File: src/rtl/div_pkg.sv
// Shared types and constants for the sequential restoring divider.
package div_pkg;

    typedef enum logic [1:0] {
        IDLE = 2'd0,
        RUN  = 2'd1,
        FIN  = 2'd2
    } state_t;

    function automatic int cnt_width(input int w);
        return (w > 2) ? $clog2(w) : 1;
    endfunction

    localparam int DIV_WIDTH = 4;
    localparam int CNT_W     = cnt_width(DIV_WIDTH);

endpackage

File: src/rtl/cla_sub_stage.sv
// Combinational A - B as A + ~B + 1 with full carry lookahead.
module cla_sub_stage #(
    parameter int N = 5
) (
    input  logic [N-1:0] a,
    input  logic [N-1:0] b,
    output logic [N-1:0] diff,
    output logic         cout
);

    logic [N-1:0] g;
    logic [N-1:0] p;
    logic [N:0]   c;

    assign g = a & ~b;
    assign p = a ^ ~b;

    // Each carry is a flat sum of products of g/p terms, no ripple chain.
    always_comb begin
        logic pp;
        c    = '0;
        c[0] = 1'b1;
        for (int i = 0; i < N; i++) begin
            c[i+1] = g[i];
            pp     = p[i];
            for (int j = i - 1; j >= 0; j--) begin
                c[i+1] = c[i+1] | (pp & g[j]);
                pp     = pp & p[j];
            end
            c[i+1] = c[i+1] | pp;
        end
    end

    assign diff = p ^ c[N-1:0];
    assign cout = c[N];

endmodule

File: src/rtl/seq_divider.sv
// Multi-cycle unsigned restoring divider, one quotient bit per clock.
module seq_divider
    import div_pkg::*;
#(
    parameter int WIDTH = DIV_WIDTH
) (
    input  logic             clk,
    input  logic             rst_n,
    input  logic             start,
    input  logic [WIDTH-1:0] dividend,
    input  logic [WIDTH-1:0] divisor,
    output logic             busy,
    output logic             done,
    output logic [WIDTH-1:0] quotient,
    output logic [WIDTH-1:0] remainder,
    output logic             div_by_zero
);

    localparam int CW = cnt_width(WIDTH);

    state_t           state;
    logic [WIDTH-1:0] q_reg;
    logic [WIDTH-1:0] d_reg;
    logic [WIDTH:0]   r_reg;
    logic [CW-1:0]    cnt;

    logic [WIDTH:0]   partial;
    logic [WIDTH:0]   trial;
    logic             no_borrow;
    logic [WIDTH:0]   nxt_r;
    logic [WIDTH-1:0] nxt_q;
    logic             unused_r_msb;

    assign partial = {r_reg[WIDTH-1:0], q_reg[WIDTH-1]};

    cla_sub_stage #(
        .N (WIDTH + 1)
    ) u_sub (
        .a    (partial),
        .b    ({1'b0, d_reg}),
        .diff (trial),
        .cout (no_borrow)
    );

    assign nxt_r = no_borrow ? trial : partial;
    assign nxt_q = {q_reg[WIDTH-2:0], no_borrow};
    assign busy  = (state == RUN);

    // Remainder never exceeds WIDTH bits after a step; the top bit is scratch.
    assign unused_r_msb = r_reg[WIDTH];

    always_ff @(posedge clk or negedge rst_n) begin
        if (!rst_n) begin
            state       <= IDLE;
            q_reg       <= '0;
            d_reg       <= '0;
            r_reg       <= '0;
            cnt         <= '0;
            done        <= 1'b0;
            quotient    <= '0;
            remainder   <= '0;
            div_by_zero <= 1'b0;
        end else begin
            unique case (state)
                IDLE, FIN: begin
                    done  <= 1'b0;
                    state <= IDLE;
                    if (start) begin
                        if (divisor != '0) begin
                            d_reg <= divisor;
                            q_reg <= dividend;
                            r_reg <= '0;
                            cnt   <= CW'(WIDTH - 1);
                            state <= RUN;
                        end else begin
                            quotient    <= '1;
                            remainder   <= dividend;
                            div_by_zero <= 1'b1;
                            done        <= 1'b1;
                            state       <= FIN;
                        end
                    end
                end
                RUN: begin
                    r_reg <= nxt_r;
                    q_reg <= nxt_q;
                    cnt   <= cnt - 1'b1;
                    if (cnt == '0) begin
                        quotient    <= nxt_q;
                        remainder   <= nxt_r[WIDTH-1:0];
                        div_by_zero <= 1'b0;
                        done        <= 1'b1;
                        state       <= FIN;
                    end
                end
                default: begin
                    done  <= 1'b0;
                    state <= IDLE;
                end
            endcase
        end
    end

endmodule
File: config.mk
export PLATFORM = sky130hd
export DESIGN_NAME = seq_divider
export DESIGN_NICKNAME = d
export VERILOG_FILES = /design/src/rtl/div_pkg.sv /design/src/rtl/cla_sub_stage.sv /design/src/rtl/seq_divider.sv
export SDC_FILE = /design/constraint.sdc
export NUM_CORES = 1
export LEC_CHECK = 0
export ABC_AREA = 1
export CORE_MARGIN = 3
export CORE_UTILIZATION = 57
export CTS_CLUSTER_DIAMETER = 100
export DETAILED_ROUTE_END_ITERATION = 8
export GPL_TIMING_DRIVEN = 0
export PLACE_DENSITY_LB_ADDON = 0.3
export SETUP_SLACK_MARGIN = 0.02
export SLEW_MARGIN = 20
export SYNTH_ARGS = -nofsm -noshare
export SYNTH_HDL_FRONTEND = slang
export SYNTH_SLANG_ARGS = --single-unit
File: constraint.sdc
create_clock -name clk -period 3.2 [get_ports clk]
set_input_delay 0.32 -clock clk [delete_from_list [all_inputs] [get_ports clk]]
set_output_delay 0.32 -clock clk [all_outputs]
set_load 0.005 [all_outputs]
==> impl_metrics.toml, run 1 <==
[synthesis]
synth_warnings = 0
synth_seq_cells = 25
yosys-top-cells-area = "dfrtp_1 (44%), inv_1 (7.6%), nand2_1 (6.8%)"
synth_edf_count = 0
syn-mean-instance-area_sq_um = 8.378
syn_inst = 171
yosysMostFrequentCell = "inv_1"
synth-async-reset-ratio = 1.000
syn_nets = 188
synth_top_cell_by_area = "dfrtp_1"
syn-cell-area_sq_mm = 0.001433
ys_seq_area_frac = 0.4367
synth_top_area_share = 0.4367
synth_flop_cell = "dfrtp_1"
synthDistinctLibCells = 29
synth_common_cells = "inv_1 (29), nand2_1 (26), dfrtp_1 (25)"

[floorplanning]
dieArea_sq_mm = 0.003151
core_sq_mm = 0.002297
ios = 22
initial_core_util = 0.6236
rows = 17
die_x_microns = 56.14
die_h_microns = 56.14

[timing]
timing.fmax_mhz = 489.8
min_period_ns = 2.042
finalSetupViolCount = 0
rsz0062_at_grt = "false"
skew_ns = 0.01034
fin_crit_sh = 0.6380
setup_tns_ns = 0
max-slew-margin-rel = 0.6201
slew_violations = 0
report.final.hold_viol_count = 0
worstMarginPinSlew_ns = 0.5698

[clock_tree]
clock_path_buffers = 2
path_clk_slew_ns = 0.15
cts_root_buffer = "clkbuf_4"
cts-htree-levels = 1
clock-sinks = 25
postCtsResizedCells = 0
cts_tree = "yes"
cts_made_buffers = 3
clock_latency_ns = 0.32
cts_setup_buffers = 0

[grt]
grt_usage = 0.2038
grt_max_degree = 26
overflow = 0
antenna_found_initial = 0
grt_pass1_wl_microns = 5223
grt_pass1_vias = 1200

[drt]
vias = 1228
vias_per_cell = 5.458
dr.pass1.iters = 4
avgRoutedWirePerCell_microns = 13.56
postRouteAntennaNets = 0
totalWireLength_microns = 3051
drt-initial-drc-count = 30
drc_errors = 0

[finish]
postLayoutCoreUtil = 0.7446
antennaDiodeCount = 0
area_delta_synth_final_pct = 19.39
nets = 215
drive_gt1_frac = 0.1168

[pwr]
ir_drop_v = 0.0006898
seq_power_share = 0.303
p_total_mw = 1.818
p_leak_nw = 0.8639
p_switching_mw = 0.8299
power.density_mw_per_mm2 = 1063
combPwrFrac = 0.617
internal_power_mw = 0.9876
p_sw_frac = 0.4566
p_clk_frac = 0.079

[setup_path]
crit_fanout = 10
r2r_cells = 9
required_ns = 2.88
criticalPathCategory = "flip-flop to output pin"
endpoint_kind = "output pin"
start_kind = "flip-flop"
worst-endpoint-arrival_ns = 1.72

[hold_path]
hold_class = "input port to async pin"

[place]
port-buffer-count = 21
dpl.hpwl_microns = 2290
place.gp.congestion = 0.8613

[run]
drv_cap = 0

[run_status]
status = "complete, no violations"
[per-stage QoR]
stage               worst slack (ns)  hold WS (ns)  instance area [sq um]  cells
finish                         1.159        0.5033                   1710    225
global route                   1.078        0.5348                   1710    225
CTS                            1.162        0.5144                   1710    225
detailed placement             1.416        0.3444                   1673    220
global placement               1.440        0.4664                   1678    220
floorplan                      1.719       0.02441                   1433    171
[worst max-delay path, stage by stage (launching register included)]
cell             delay, ns
dfrtp_1               0.48
nor2_8                0.24
buf_8                 0.18
clkdlybuf4s50_1       0.51
[logic make-up after synthesis]
kind of cell,Yosys count,share of synthesized area
buffers and inverters,35,0.1074
adders and majority gates,6,0.05240
xor gates and xnor gates,1,0.006115
DFF,25,0.4367
and+or+nand+nor,80,0.3083
AOI/OAI and AO/OA,24,0.08907
[power groups by stage]
stage | sequential (mW) | clock [mW] | combinational (mW)
CTS | 0.553 | 0.145 | 1.12
global route | 0.572 | 0.158 | 1.26
global placement | 0.552 | 0 | 1.06
floorplan | 0.549 | 0 | 0.788
detailed placement | 0.560 | 0 | 1.11
finish | 0.551 | 0.144 | 1.12
[area by class of cell]
type / count / area (sq um)
Fill cell: 197 / 586.8
Timing Repair Buffer: 22 / 215.2
Buffer: 3 / 31.28
Inverter: 32 / 122.6
Clock inverter: 1 / 5.005
Sequential cell: 25 / 625.6
Multi-Input combinational cell: 111 / 653.1
Clock buffer: 3 / 22.52
Tap cell: 28 / 35.03
[layout by cell type, fill, tap and decap left out, types with 2 or more instances in the layout]
cell,n
o21ai_0,7
a21oi_1,13
inv_1,29
buf_2,2
nor2_1,17
clkbuf_4,3
dfrtp_1,25
clkdlybuf4s50_1,20
or2_1,2
ha_1,6
nand4_1,4
or2_0,2
o21ai_1,3
nor2_2,2
nand3_1,17
nand2_4,3
nand2_1,26
[final timing paths]
| check | from | to | slack (ns) |
|---|---|---|---|
| worst max-delay path | done | busy | 1.16 |
| worst min-delay path | rst_n | r_reg[2] | 0.50 |
| worst max register to register | r_reg[2] | remainder[2] | 1.51 |
| worst min register to register | d_reg[3] | d_reg[3] | 0.52 |
| max in group asynchronous | rst_n | d_reg[0] | 2.31 |
| min in group clk | d_reg[3] | d_reg[3] | 0.52 |
[layer usage]
| layer | wire, microns | track usage |
|---|---|---|
| met2 | 1545 | 0.3523 |
| met4 | 14 | 0.05763 |
| met5 | 0 | 0 |
| met3 | 155 | 0.03248 |
| met1 | 1334 | 0.2618 |
[repair_timing]
action	in CTS	in global routing
hold buffers	1	0
endpoints found under the hold margin	25	0
endpoints found under the setup margin	0	0
(Power assumes the default switching activity.)
==> run 2: changes to the inputs <==
Settings changed: CORE_UTILIZATION 57 to 53.
Clock period 3.2 ns to 2.15 ns, I/O delays scaled along.
==> run 2 against run 1 <==
  * Power up 48%
  * Non-clock buffer count unchanged
  * Flip-flop and latch count unchanged
  * Via count down 1.7%
  * Combinational power up 47%
  * Cell area up 0.29%
  * Clock power up 54%
  * Hold slack worse by 0.11 ns
  * Global-route usage down 0.46 points
  * Die area up 6.7%
  * Setup slack worse by 0.93 ns
==> impl_metrics.toml, run 2 (synthesis gave the netlist of run 1 again) <==
[floorplanning]
die_x_microns = 57.99
die_h_microns = 57.99
core_sq_mm = 0.002522
dieArea_sq_mm = 0.003363
ios = 22
rows = 18
initial_core_util = 0.5680

[finish]
drive_gt1_frac = 0.1168
layout_common_cells = "inv_1 (29), nand2_1 (26), dfrtp_1 (25), clkdlybuf4s50_1 (20)"
finalNonFillerCells = 227
postLayoutCoreUtil = 0.6801
multiInputGateArea_sq_um = 653.1
num-fill-cells = 221
area_delta_synth_final_pct = 19.74
nets = 215
finalInstanceArea_sq_mm = 0.001715
final_common_cell = "inv_1"
seq_area_sq_um = 625.6
antennaDiodeCount = 0

[place]
port-buffer-count = 21
placed_cells = 222
dpl.hpwl_microns = 2286
place.gp.congestion = 0.8786
place_ws_ns = 0.4949
placed_area_sq_mm = 0.001675

[drt]
vias = 1207
dr.pass1.iters = 4
vias_per_cell = 5.317
drc_errors = 0
totalWireLength_microns = 2943
postRouteAntennaNets = 0
avgRoutedWirePerCell_microns = 12.96
drt-initial-drc-count = 24

[pwr]
seq_power_share = 0.304
combPwrFrac = 0.613
p_switching_mw = 1.223
ir_drop_v = 0.001078
p_sw_frac = 0.4545
p_leak_nw = 0.8601
internal_power_mw = 1.469
p_clk_frac = 0.083
p_total_mw = 2.692
power.density_mw_per_mm2 = 1569

[setup_path]
r2r_cells = 9
crit_family = "buffers and inverters"
cp_num_buf_inv = 2
endpoint_kind = "output pin"
worst-endpoint-arrival_ns = 1.71
cpPeakStageDelay_ns = 0.51
criticalPathCategory = "flip-flop to output pin"
cpMaxStageDelayCell = "clkdlybuf4s50_1"
start_kind = "flip-flop"
crit_fanout = 10
required_ns = 1.93
critical_path_depth = 3
r2r_slack_ns = 0.50
cp_cell_sequence = "nor2_8, buf_8, clkdlybuf4s50_1"

[timing]
skew_ns = 0.01198
finalSetupViolCount = 0
min_period_ns = 1.922
report.final.hold_viol_count = 0
worstMarginPinSlew_ns = 0.5787
layout_setup_ws_ns = 0.2279
max-slew-margin-rel = 0.6142
slew_violations = 0
timing.hold.ws_ns = 0.3941
fin_crit_sh = 0.8940
setup_tns_ns = 0
rsz0062_at_grt = "false"
timing.fmax_mhz = 520.3

[run]
drv_cap = 0

[grt]
antenna_found_initial = 0
grt_pass1_wl_microns = 5216
grt_max_degree = 26
overflow = 0
grt_pass1_vias = 1210
grt_usage = 0.1992

[clock_tree]
cts_made_buffers = 3
path_clk_slew_ns = 0.15
clock-sinks = 25
clock_path_buffers = 2
clock_latency_ns = 0.33
cts-htree-levels = 1
cts_tree = "yes"
cts_root_buffer = "clkbuf_4"

[hold_path]
hold_class = "input port to async pin"

[run_status]
status = "complete, no violations"
[run 2: cell types whose count changed in the layout (fill, tap and decap cells not counted)]
cell	previous run	this run
clkinv_2	1	0
clkinvlp_4	0	1
[run 2: final cells by class]
type | instances | share of cell area
clock inverters | 1 | 0.004376
multi-input cells | 111 | 0.3807
inverters | 32 | 0.07148
repair buffers | 22 | 0.1255
plain buffers | 3 | 0.01823
well taps | 30 | 0.02188
clock buffers | 3 | 0.01313
flip-flops and latches | 25 | 0.3647
[run 2: worst reg2reg max path, delay by kind of cell, from the launching register on]
kind	cells	cell delay [ns]
adders and majority gates	1	0.35
DFF	1	0.46
buffers and inverters	1	0.04
and+or+nand+nor	7	0.73
[run 2: layer usage]
metal  vias up  part of all wire  track usage
li1        599                 -            -
met1       581              0.44       0.2504
met2        24              0.52       0.3581
met3         3             0.038      0.04232
met4         0            0.0054      0.02980
met5         -                 0            0
[run 2: what timing repair did]
item,4_1_cts,5_1_grt
hold buffers,1,0
endpoints found under the hold margin,25,0
buffers inserted,0,0
resized for setup,0,0
endpoints found under the setup margin,0,0
[run 2: final timing paths]
| check | start | to |
|---|---|---|
| hold / removal | rst_n | remainder[0] |
| min in group clk | divisor[1] | d_reg[1] |
| setup / recovery | done | busy |
| max in group asynchronous | rst_n | done |
| hold reg to reg | d_reg[3] | d_reg[3] |
| setup reg to reg | r_reg[2] | remainder[0] |
[run 2: power groups by stage]
stage                     clock network, mW  logic (mW)  registers [mW]
after floorplan                           0        1.17           0.817
after detailed placement                  0        1.65           0.832
after global routing                  0.251        1.86           0.845
after global placement                    0        1.59           0.822
final                                 0.222        1.65           0.819
after CTS                             0.230        1.66           0.820
